--- src/rtl/blur_pkg.sv ---
// blur_pkg: shared state encoding and 5x5 kernel geometry for the blur pipeline.
package blur_pkg;
  typedef enum logic [1:0] {IDLE, FILL, RUN, DONE} state_t;
  localparam int KSIZE = 5;
  localparam int NBUF = 4;
  localparam int HALF = 2;
endpackage

--- src/rtl/line_buf_sequencer.sv ---
// line_buf_sequencer: steps four external line buffers through a frame and flags complete 5x5 windows.
module line_buf_sequencer
  import blur_pkg::*;
#(
  parameter int IMG_W = 640,
  parameter int IMG_H = 480
) (
  input  logic       clk,
  input  logic       rst,
  input  logic       sof,
  input  logic       pix_valid,
  output logic [3:0] buf_wr_en,
  output logic [3:0] buf_rd_en,
  output logic [1:0] row_rot,
  output logic       win_valid,
  output logic [9:0] win_col,
  output logic [9:0] win_row,
  output logic       busy,
  output logic       frame_done
);
  state_t state;
  logic [9:0] col, line, c, l;
  logic [1:0] wr_sel, s;
  logic acc, run_px, eol, last, win_hit;
  // sof restarts the frame on this very pixel, so c/l/s are the coordinates it is accepted at
  always_comb begin
    acc = pix_valid && (sof || state == FILL || state == RUN);
    c = sof ? '0 : col;
    l = sof ? '0 : line;
    s = sof ? '0 : wr_sel;
    eol = c == 10'(IMG_W - 1);
    last = eol && l == 10'(IMG_H - 1);
    run_px = acc && !sof && state == RUN;
    win_hit = run_px && c >= 10'(KSIZE - 1);
    buf_wr_en = acc ? 4'b0001 << s : 4'b0000;
    buf_rd_en = run_px ? 4'b1111 : 4'b0000;
  end
  assign row_rot = wr_sel;
  always_ff @(posedge clk or posedge rst) begin
    if (rst) begin
      state <= IDLE;
      col <= '0;
      line <= '0;
      wr_sel <= '0;
      win_valid <= 1'b0;
      win_col <= '0;
      win_row <= '0;
      busy <= 1'b0;
      frame_done <= 1'b0;
    end else begin
      frame_done <= acc && last;
      win_valid <= win_hit;
      if (win_hit) begin
        win_col <= c - 10'(HALF);
        win_row <= l - 10'(HALF);
      end
      if (acc) begin
        col <= eol ? '0 : c + 10'd1;
        line <= eol ? l + 10'd1 : l;
        wr_sel <= eol ? s + 2'd1 : s;
        state <= last ? DONE : (eol && l == 10'(NBUF - 1)) ? RUN : sof ? FILL : state;
        busy <= !last;
      end else if (state == DONE) begin
        state <= IDLE;
        busy <= 1'b0;
      end
    end
  end
endmodule

--- config.mk ---
export PLATFORM = sky130hd
export DESIGN_NAME = line_buf_sequencer
export DESIGN_NICKNAME = d
export VERILOG_FILES = /design/src/rtl/blur_pkg.sv /design/src/rtl/line_buf_sequencer.sv
export SDC_FILE = /design/constraint.sdc
export NUM_CORES = 1
export LEC_CHECK = 0
export CAP_MARGIN = 5
export CORE_MARGIN = 2
export CORE_UTILIZATION = 25
export CTS_CLUSTER_SIZE = 28
export DETAILED_ROUTE_END_ITERATION = 12
export HOLD_SLACK_MARGIN = 0.15
export SLEW_MARGIN = 20
export SYNTH_ARGS = -nofsm -noshare
export SYNTH_HDL_FRONTEND = slang
export SYNTH_SLANG_ARGS = --single-unit
--- constraint.sdc ---
create_clock -name clk -period 3.1 [get_ports clk]
set_clock_uncertainty 0.15 [all_clocks]
set_input_delay 0.93 -clock clk [delete_from_list [all_inputs] [get_ports clk]]
set_output_delay 0.93 -clock clk [all_outputs]
set_load 0.05 [all_outputs]
==> results.tsv <==
stage	metric	value	unit
routing	DRT antenna net count	0	
synth	most common cell in the netlist	dfrtp_1	
power	Seq pwr share	54.1	%
grt	vias in the first global route	2162	
synth	largest family of logic cells by synthesized area	simple AND/OR/NAND/NOR gates	
synth	Post-Synth XOR/XNOR Area	4.60	%
routing	vias	2230	
synth	ys flop type	dfrtp_1	
synth	area leader, netlist	dfrtp_1	
power	worst vdd ir	0.000226	V
grt	pin count of the biggest net entering global routing	48	
routing	drt via density	4.68	
synth	simple-gate area share of the yosys netlist	24.8	%
synth	Seq/Total Area, Yosys	44.1	%
power	Pwr Density	342	mW/mm^2
finish	Finished Cell Area	0.00347	mm^2
die	Core Box Area	0.0103	mm^2
placement	cell count after placement	469	
worst_setup_path	crit path cell chain	dlygate4sd2_1 -> buf_4 -> o21a_1 -> and2_2 -> buf_8	
synth	area fraction in compound gates after synthesis	14.5	%
worst_setup_path	Max FO, Critical Path	5	
worst_setup_path	Worst EP required	2020	ps
synth	synthesized area per cell	9.10	um^2
run_status	status	finished clean	
placement	I/O Buffers	36	
die	Die Area	0.0115	mm^2
clock_network	Num Clock Sinks	47	
worst_setup_path	Crit path largest cell delay	250	ps
worst_setup_path	WS Path Type	in -> out	
routing	Routed WL	6180	um
timing	Least-Margin Pin Slew	509	ps
timing	RSZ-0062 raised after global routing	false	
power	Comb power frac	12.3	%
placement	area post-placement	0.00335	mm^2
timing	Max Slew Vio Count	0	
power	NetSw	0.000316	W
timing	Slew headroom	66.0	%
routing	DRT Pass-1 Iters	4	
routing	DR DRC count	0	
power	Power Internal	0.000871	W
synth	FF+latch count, synth	47	
die	die width	107	um
placement	post-DP HPWL	4520	um
worst_setup_path	CP Capture Type	output pin	
synth	Synth Instances	293	
timing	Final Hold Vio Count	0	
power	Leak Pwr	1.54	nW
finish	fin nets	351	
power	Sw Ratio	26.6	%
routing	Routed WL per cell	13.0	um
synth	syn_nets	304	
finish	share of cells above drive strength 1	17.9	%
clock_network	worst-skew pair later-pin latency	300	ps
die	Placement Rows	37	
grt	first-pass GRT wire length	10400	um
synth	Synth Area in Adders	3.28	%
synth	synth cell count leaders	dfrtp_1 (47), nand2_1 (36), nor2_1 (27)	
clock_network	Clock Pin Slew Worst Setup and Hold Paths	100	ps
clock_network	root buf cell	clkbuf_8	
clock_network	H-tree Lvls	2	
routing	Iteration-0 DRC Markers	125	
timing	Tmin final	3000	ps
synth	post-synth cell types	52	
finish	Non-Filler Instances	477	
timing	setup violators final	0	
synth	multiplexer area fraction after synthesis	1.88	%
grt	grt total ovfl	0	
clock_network	CTS tree	built	
die	Initial Utilization	25.8	%
synth	Synth async-reset ratio	100	%
synth	EDFF count, synth	0	
synth	Synth Cell Area	0.00267	mm^2
worst_setup_path	Critical Path AT	1920	ps
synth	Area contributors post-synth	dfrtp_1 (44%), nand2_1 (5.1%), nor2_1 (3.8%)	
placement	RePlAce Congestion	0.815	
worst_setup_path	cell family with most CP delay	buffers and inverters	
synth	post-synth top area share	44.1	%
worst_setup_path	startpoint types	input port	
hold_path	hold crit path type	reg -> reg	
grt	antenna violations before repair	0	
worst_setup_path	buffer and inverter count on the worst path	3	
timing	Hold Slack	335	ps
finish	Ant. Diodes	0	
die	I/O Pins	37	
timing	Tcrit/Tclk final	96.7	%
power	clock power share	33.6	%
job	maxcap violations	0	
timing	final setup TNS	0	ps
finish	Area Growth Syn to Fin	30.3	%
synth	Yosys warnings	0	
timing	FMAX	0.333	GHz
finish	FILL cells	1062	
clock_network	clock buffer count from CTS	5	
worst_setup_path	Slowest cell on crit path	dlygate4sd2_1	
power	total power	0.00119	W
grt	gr usage total	11.3	%
clock_network	CTS Buffer Depth	2	
die	Die Span Y	107	um
-- timing repair --
item	4_1_cts	5_1_grt
gates resized for setup	8	2
setup buffers	0	0
endpoints found under the setup margin	8	4
pin swaps	0	0
hold buffers	0	0
-- cell type report --
class                           instances  area (um^2)  area share, %
Multi-Input combinational cell        210         1320           38.1
Clock buffer                            6         82.6           2.38
Sequential cell                        47         1180           33.8
Tap cell                              136          170           4.90
Inverter                               11         43.8           1.26
Clock inverter                          2         16.3          0.468
Timing Repair Buffer                   65          662           19.0
-- power by group through the flow --
stage	registers (W)	clock network (W)	logic [W]
6_report	0.000642	0.000399	0.000146
5_1_grt	0.000645	0.000437	0.000163
4_1_cts	0.000641	0.000409	0.000149
3_5_place_dp	0.000654	0	0.000149
3_3_place_gp	0.000653	0	0.000147
2_1_floorplan	0.000640	0	0.000111
-- state kept, by name (all words and copies together) (netlist names) --
name	cells
line	10
state	2
busy	1
win_col	10
frame_done	1
col	10
win_valid	1
win_row	10
row_rot	2
-- worst reg2reg max path, stage by stage, from the launching register on --
cell	delay, ps
dfrtp_1	510
or4_4	600
o31ai_4	350
inv_4	120
buf_4	180
nor2_1	90
a31oi_1	50
-- cells by family after synthesis --
kind of cell	after synthesis
DFF	47
buffers and inverters	36
and+or+nand+nor	127
adders and majority gates	7
xor gates and xnor gates	14
AOI/OAI and AO/OA	57
muxes	5
-- per-stage QoR --
step	utilization (%)	worst slack (ps)
5_1_grt	33.7	52.1
4_1_cts	33.6	8.91
6_report	33.7	101
2_1_floorplan	-	52.3
3_3_place_gp	32.5	-175
3_5_place_dp	32.5	-219
-- layout by cell type, fill, tap and decap left out, types with 4 or more instances in the layout --
cell / count
buf_12: 7
xor2_1: 8
nand3_1: 13
inv_1: 8
xnor2_1: 6
a31oi_1: 8
clkdlybuf4s50_1: 26
clkbuf_8: 6
nor2_1: 27
nand4_1: 4
mux2i_1: 5
nor3_1: 8
a21oi_1: 11
dfrtp_1: 47
and2_2: 4
o21ai_0: 18
ha_1: 7
nor2b_1: 4
nand2_1: 34
buf_4: 27
-- final timing paths --
path / from / endpoint / slack (ps) / cells past startpoint
setup / recovery: sof / buf_wr_en[3] / 100 / 5
hold / removal: win_row[0]$_DFFE_PP0P_ / win_row[0]$_DFFE_PP0P_ / 330 / 2
setup reg to reg: col[2]$_DFFE_PP0P_ / win_row[8]$_DFFE_PP0P_ / 960 / 6
hold reg to reg: win_row[0]$_DFFE_PP0P_ / win_row[0]$_DFFE_PP0P_ / 330 / 2
max in group asynchronous: rst / col[8]$_DFFE_PP0P_ / 1750 / 3
min in group asynchronous: rst / win_valid$_DFF_PP0_ / 820 / 3
-- per-layer routing --
metal  part of all wire (%)  track usage (%)  wire, um  vias to the layer above
li1                       -                -         -                     1118
met4                   0.68             2.78        42                        0
met3                    6.1             2.72       375                        4
met5                      0                0         0                        -
met2                     42             16.7      2580                       60
met1                     51             16.5      3180                     1048
Note: power is estimated with default switching activity, not from simulation.
